## config.mk

```make
export PLATFORM = sky130hd
export DESIGN_NAME = hilo_muldiv_flat
export DESIGN_NICKNAME = d
export VERILOG_FILES = /design/src/rtl/hilo_muldiv_if.sv /design/src/rtl/hilo_muldiv.sv /design/src/flat_wrapper.sv
export SDC_FILE = /design/constraint.sdc
export NUM_CORES = 2
export LEC_CHECK = 0
export ABC_AREA = 1
export CAP_MARGIN = 10
export CELL_PAD_IN_SITES_DETAIL_PLACEMENT = 1
export CELL_PAD_IN_SITES_GLOBAL_PLACEMENT = 1
export CORE_UTILIZATION = 40
export CTS_BUF_LIST = sky130_fd_sc_hd__clkbuf_8 sky130_fd_sc_hd__clkbuf_16
export CTS_CLUSTER_SIZE = 30
export DETAILED_ROUTE_END_ITERATION = 10
export PLACE_DENSITY_LB_ADDON = 0.1
export SLEW_MARGIN = 20
export SYNTH_ARGS = -nofsm -noshare
export SYNTH_HDL_FRONTEND = slang
export SYNTH_SLANG_ARGS = --single-unit
```

## constraint.sdc

```tcl
create_clock -name clk -period 3.8 [get_ports clk]
set_input_delay 0.38 -clock clk [delete_from_list [all_inputs] [get_ports clk]]
set_output_delay 0.38 -clock clk [all_outputs]
set_load 0.01 [all_outputs]
```

## src/rtl/hilo_muldiv_if.sv

```systemverilog
// Execute-stage <-> multiply/divide unit bundle: operation request, forwarded HI/LO,
// flush, stall request and the one-cycle HI/LO write-back.
interface hilo_muldiv_if #(
    parameter int DATA_W = 32
);
    logic              start_i;
    logic [2:0]        op_i;
    logic [DATA_W-1:0] opa_i;
    logic [DATA_W-1:0] opb_i;
    logic [DATA_W-1:0] hi_i;
    logic [DATA_W-1:0] lo_i;
    logic              annul_i;
    logic              stallreq_o;
    logic              busy_o;
    logic              whilo_o;
    logic [DATA_W-1:0] hi_o;
    logic [DATA_W-1:0] lo_o;

    modport master (
        output start_i, op_i, opa_i, opb_i, hi_i, lo_i, annul_i,
        input  stallreq_o, busy_o, whilo_o, hi_o, lo_o
    );

    modport slave (
        input  start_i, op_i, opa_i, opb_i, hi_i, lo_i, annul_i,
        output stallreq_o, busy_o, whilo_o, hi_o, lo_o
    );
endinterface

```

## src/rtl/hilo_muldiv.sv

```systemverilog
// Multi-cycle multiply / radix-2 restoring divide unit with HI/LO write-back.
// Define MULDIV_ACC_EN to enable MADD/MADDU/MSUB/MSUBU (op codes 4-7).
module hilo_muldiv #(
    parameter int DATA_W = 32
) (
    input  logic               clk,
    input  logic               rst,
    hilo_muldiv_if.slave       bus
);
    localparam int CNT_W = $clog2(DATA_W);
    localparam logic [CNT_W-1:0] CNT_LAST = CNT_W'(DATA_W - 1);

    localparam logic [1:0] ST_IDLE = 2'd0;
    localparam logic [1:0] ST_DIV  = 2'd1;
    localparam logic [1:0] ST_DONE = 2'd2;

    logic [1:0]          state;
    logic [CNT_W-1:0]    cnt;
    logic [DATA_W-1:0]   res_hi;
    logic [DATA_W-1:0]   res_lo;
    logic [DATA_W-1:0]   dvd;
    logic [DATA_W-1:0]   dvs;
    logic [DATA_W-1:0]   rem;
    logic                neg_q;
    logic                neg_r;

    logic                is_signed;
    logic                is_div;
    logic                op_ok;
    logic                accept;
    logic                sign_a;
    logic                sign_b;
    logic [DATA_W-1:0]   mag_a;
    logic [DATA_W-1:0]   mag_b;
    logic [2*DATA_W-1:0] prod_mag;
    logic [2*DATA_W-1:0] prod;
    logic [2*DATA_W-1:0] mul_res;

    logic [DATA_W:0]     rem_sh;
    logic [DATA_W:0]     diff;
    logic                q_bit;
    logic [DATA_W-1:0]   rem_nx;
    logic [DATA_W-1:0]   quo_nx;
    logic [DATA_W-1:0]   final_q;
    logic [DATA_W-1:0]   final_r;

    // Signed ops are the even opcodes; everything runs on magnitudes and is re-signed at the end.
    always_comb begin
        is_signed = ~bus.op_i[0];
        is_div    = (bus.op_i[2:1] == 2'b01);
`ifdef MULDIV_ACC_EN
        op_ok     = 1'b1;
`else
        op_ok     = ~bus.op_i[2];
`endif
        accept    = (state == ST_IDLE) && bus.start_i && !bus.annul_i && op_ok;
        sign_a    = is_signed & bus.opa_i[DATA_W-1];
        sign_b    = is_signed & bus.opb_i[DATA_W-1];
        mag_a     = sign_a ? -bus.opa_i : bus.opa_i;
        mag_b     = sign_b ? -bus.opb_i : bus.opb_i;
        prod_mag  = {{DATA_W{1'b0}}, mag_a} * {{DATA_W{1'b0}}, mag_b};
        prod      = (sign_a ^ sign_b) ? -prod_mag : prod_mag;
        mul_res   = prod;
`ifdef MULDIV_ACC_EN
        if (bus.op_i[2]) begin
            mul_res = bus.op_i[1] ? ({bus.hi_i, bus.lo_i} - prod)
                                  : ({bus.hi_i, bus.lo_i} + prod);
        end
`endif
    end

`ifndef MULDIV_ACC_EN
    wire unused_acc = ^{bus.hi_i, bus.lo_i};
`endif

    // One restoring shift-subtract step; the dividend register fills with quotient bits from the LSB.
    always_comb begin
        rem_sh  = {rem, dvd[DATA_W-1]};
        diff    = rem_sh - {1'b0, dvs};
        q_bit   = ~diff[DATA_W];
        rem_nx  = q_bit ? diff[DATA_W-1:0] : rem_sh[DATA_W-1:0];
        quo_nx  = {dvd[DATA_W-2:0], q_bit};
        final_q = neg_q ? -quo_nx : quo_nx;
        final_r = neg_r ? -rem_nx : rem_nx;
    end

    always_ff @(posedge clk or negedge rst) begin
        if (!rst) begin
            state  <= ST_IDLE;
            cnt    <= '0;
            res_hi <= '0;
            res_lo <= '0;
            dvd    <= '0;
            dvs    <= '0;
            rem    <= '0;
            neg_q  <= 1'b0;
            neg_r  <= 1'b0;
        end else begin
            case (state)
                ST_IDLE: begin
                    if (accept) begin
                        if (is_div) begin
                            if (bus.opb_i == '0) begin
                                res_hi <= bus.opa_i;
                                res_lo <= '1;
                                state  <= ST_DONE;
                            end else begin
                                dvd    <= mag_a;
                                dvs    <= mag_b;
                                rem    <= '0;
                                cnt    <= '0;
                                neg_q  <= sign_a ^ sign_b;
                                neg_r  <= sign_a;
                                state  <= ST_DIV;
                            end
                        end else begin
                            {res_hi, res_lo} <= mul_res;
                            state            <= ST_DONE;
                        end
                    end
                end
                ST_DIV: begin
                    if (bus.annul_i) begin
                        cnt   <= '0;
                        state <= ST_IDLE;
                    end else begin
                        dvd <= quo_nx;
                        rem <= rem_nx;
                        cnt <= cnt + 1'b1;
                        if (cnt == CNT_LAST) begin
                            res_hi <= final_r;
                            res_lo <= final_q;
                            cnt    <= '0;
                            state  <= ST_DONE;
                        end
                    end
                end
                default: state <= ST_IDLE;
            endcase
        end
    end

    // Stall drops in DONE so the holding stage advances in the write-back cycle.
    always_comb begin
        bus.stallreq_o = accept || (state == ST_DIV);
        bus.busy_o     = (state != ST_IDLE);
        bus.whilo_o    = (state == ST_DONE) && !bus.annul_i;
        bus.hi_o       = bus.whilo_o ? res_hi : '0;
        bus.lo_o       = bus.whilo_o ? res_lo : '0;
    end
endmodule
```

## src/flat_wrapper.sv

```systemverilog
// flat-port wrapper written by rule: the top's interface ports become plain ports
module hilo_muldiv_flat 
#(
    parameter int DATA_W = 32
)
  (clk, rst, bus_start_i, bus_op_i, bus_opa_i, bus_opb_i, bus_hi_i, bus_lo_i, bus_annul_i, bus_stallreq_o, bus_busy_o, bus_whilo_o, bus_hi_o, bus_lo_o);
  hilo_muldiv_if #(.DATA_W(DATA_W)) bus_i ();
  input  logic clk;
  input  logic rst;
  input wire logic [$bits(bus_i.start_i)-1:0] bus_start_i;
  input wire logic [$bits(bus_i.op_i)-1:0] bus_op_i;
  input wire logic [$bits(bus_i.opa_i)-1:0] bus_opa_i;
  input wire logic [$bits(bus_i.opb_i)-1:0] bus_opb_i;
  input wire logic [$bits(bus_i.hi_i)-1:0] bus_hi_i;
  input wire logic [$bits(bus_i.lo_i)-1:0] bus_lo_i;
  input wire logic [$bits(bus_i.annul_i)-1:0] bus_annul_i;
  output wire logic [$bits(bus_i.stallreq_o)-1:0] bus_stallreq_o;
  output wire logic [$bits(bus_i.busy_o)-1:0] bus_busy_o;
  output wire logic [$bits(bus_i.whilo_o)-1:0] bus_whilo_o;
  output wire logic [$bits(bus_i.hi_o)-1:0] bus_hi_o;
  output wire logic [$bits(bus_i.lo_o)-1:0] bus_lo_o;
  assign bus_i.start_i = bus_start_i;
  assign bus_i.op_i = bus_op_i;
  assign bus_i.opa_i = bus_opa_i;
  assign bus_i.opb_i = bus_opb_i;
  assign bus_i.hi_i = bus_hi_i;
  assign bus_i.lo_i = bus_lo_i;
  assign bus_i.annul_i = bus_annul_i;
  assign bus_stallreq_o = bus_i.stallreq_o;
  assign bus_busy_o = bus_i.busy_o;
  assign bus_whilo_o = bus_i.whilo_o;
  assign bus_hi_o = bus_i.hi_o;
  assign bus_lo_o = bus_i.lo_o;
  hilo_muldiv #(.DATA_W(DATA_W)) u_core (.clk(clk), .rst(rst), .bus(bus_i));
endmodule
```

==> results.toml <==
[clocking]
cts.path.max_buffers = 2
clk_pin_slew_ns = 0.09
ctsHoldBuffers = 0
clockRootBuffer = "clkbuf_16"
cts_tree = "done"
cts_buffers = 17
htreeDepth = 4
clock_sinks = 169
clk_latency_ns = 0.52

[yosys]
syn_area_um2 = 51300
yosysSeqAreaShare = 0.0825
yosysUniqueCellTypes = 64
syn-num-nets = 8737
synth_edf_count = 0
synthArstFlopShare = 1.00
yosys_warnings = 0
yosys_register_bits = 169
postSynthAreaPerCell_um2 = 6.93
synth_cells = 7403
synthFlopType = "dfrtp_1"

[worst_setup_path]
critPathMaxStageDelay_ns = 0.58
cpMostUsedCell = "buf_4"
crit_slowest_cell = "fa_1"
crit_fanout = 6
path_class = "input pin to flop"
start_kind = "input pin"
end_kind = "flop"
crit_arrival_ns = 9.63
required_ns = 4.19

[worst_hold_path]
min_path_type = "input pin to async pin"

[timing]
worst_slew_pin_slew_ns = 0.938
hold_viol_final = 7
fin_crit_ns = 9.23
setup_viol = 62
holdWs_ns = -0.0171
rsz0062_at_grt = "true"
fin_crit_sh = 2.43
tns_ns = -292.39
max_freq_ghz = 0.108
slew_viol_final = 0
fin_worst_skew_ns = 0.0282
relSlewSlack = 0.375
setup_ws_ns = -5.43

[drt]
drtPass1Iterations = 5
wl_um = 268000
vias_per_cell = 5.38
dr_wl_met3_um = 20300
drt_iter0_drc = 4686
vias = 56071
dr_wl_met2_um = 121000
top_layer = "met5"
ant_nets = 0
wl_met1_um = 109000
wl_per_cell_um = 25.7
drc = 0

[grt]
track_usage = 0.407
overflow = 0
grt_pass1_vias = 59805
antenna_found_initial = 15
grt_pass1_wl_um = 388000
grt_max_degree = 97

[run_status]
violations = "negative hold slack, negative setup slack"
status = "finished with violations"

[floorplan]
num_rows = 130
chipWidth_um = 360
coreArea_um2 = 126000
initial_utilization = 0.406
ios = 202
dieArea_um2 = 130000
die_y_um = 360

[placement]
dp_hpwl_um = 224000
dpl.cell_count = 10219
io_buffers = 137
place.gp.congestion = 1.04

[final_layout]
drive_above_1_share = 0.301
layout.cells.non_filler = 10416
syn_to_final_growth_pct = 40.2
fin_nets = 10077
n_fill_cell = 15839

[job]
drv_cap = 0
==> critical path, delay by kind of cell <==
kind	cells	cell delay (ns)
buffers and inverters	20	2.40
AND/OR/NAND/NOR	21	2.09
AO/OA/AOI/OAI	2	0.22
adder cells (fa/ha/maj)	9	4.50
==> routing by layer <==
layer	up-vias	global-route usage
met5	-	0
met3	622	0.0600
li1	24527	-
met1	28586	0.539
met4	6	0.200
met2	2330	0.649
==> final cells by class <==
class	instances	area (um2)	area share
Tap cell	1650	2060	0.0287
Sequential cell	169	4230	0.0588
Clock buffer	17	425	0.00592
Timing Repair Buffer	1582	14100	0.197
Multi-Input combinational cell	5240	44200	0.615
Antenna cell	10	25.0	0.000348
Inverter	1733	6600	0.0918
Clock inverter	15	209	0.00291
==> cells by family after synthesis <==
family / Yosys count / share of synthesized area
flip-flops: 169 / 0.0825
AND/OR/NAND/NOR: 3410 / 0.272
adder cells (fa/ha/maj): 1199 / 0.424
XOR/XNOR: 62 / 0.0109
buffers and inverters: 1994 / 0.148
AO/OA/AOI/OAI: 569 / 0.0627
==> Yosys cell counts (all sizes together) (47+ instances only) <==
| cell | count | area, um2 |
|---|---|---|
| nor3 | 53 | 312 |
| xor2 | 47 | 419 |
| buf | 53 | 324 |
| o21ai | 310 | 1600 |
| nand3 | 266 | 1380 |
| ha | 302 | 3780 |
| a21oi | 142 | 722 |
| fa | 897 | 18000 |
| inv | 1708 | 6410 |
| nand2 | 2051 | 7850 |
| nand4 | 64 | 400 |
| clkbuf | 208 | 781 |
| dfrtp | 169 | 4230 |
| nor2 | 908 | 3520 |
==> cell usage in the layout (no fill, tap or decap), types with 46 or more instances in the layout <==
master	count
a21oi_1	95
buf_12	122
buf_4	1233
buf_6	80
clkdlybuf4s50_1	118
dfrtp_1	169
fa_1	815
fa_2	82
ha_1	247
ha_4	54
inv_1	1579
inv_2	113
nand2_1	1665
nand2_2	276
nand2_4	106
nand3_1	192
nand3_2	62
nand4_1	64
nor2_1	684
nor2_2	98
nor2_4	125
o21ai_0	220
o21ai_1	46
==> flip-flops by register name, indices dropped and copies added, names as in the netlist <==
name / count
u_core.cnt: 5
u_core.dvd: 32
u_core.dvs: 32
u_core.neg_q: 1
u_core.neg_r: 1
u_core.rem: 32
u_core.res_hi: 32
u_core.res_lo: 32
u_core.state: 2
==> worst paths after layout <==
path                                               start                             to  slack, ns  cells past startpoint
max                                         bus_opb_i[1]   u_core.res_hi[9]$_DFFE_PN0P_      -5.43                     52
min reg2reg                u_core.res_hi[26]$_DFFE_PN0P_  u_core.res_hi[26]$_DFFE_PN0P_       0.49                      2
min                                                  rst      u_core.cnt[4]$_DFFE_PN0P_      -0.02                      1
max reg2reg                   u_core.rem[26]$_DFFE_PN0P_  u_core.res_lo[30]$_DFFE_PN0P_      -1.02                     25
min in group clk                            bus_opa_i[1]   u_core.res_hi[1]$_DFFE_PN0P_       0.29                      3
max in group asynchronous                            rst  u_core.res_hi[17]$_DFFE_PN0P_       2.84                      2
==> what timing repair did <==
item                                    4_1_cts  5_1_grt
endpoints found under the setup margin       62       62
cloned                                        1        1
setup buffers                               122       41
gates resized for setup                     815      478
pin swaps                                   384      307
==> per-stage QoR <==
| stage | instance area [um2] | setup slack [ns] | utilization |
|---|---|---|---|
| 3_5_place_dp | 65500 | -6.88 | 0.518 |
| 4_1_cts | 69800 | -5.28 | 0.552 |
| 6_report | 71900 | -5.43 | 0.569 |
| 2_1_floorplan | 52200 | -4.71 | - |
| 5_1_grt | 71900 | -5.69 | 0.569 |
| 3_3_place_gp | 65500 | -6.82 | 0.518 |
Power is left out: the tool's default activity adds up to more than one toggle a clock period on the data nets, which glitch-free logic cannot reach.
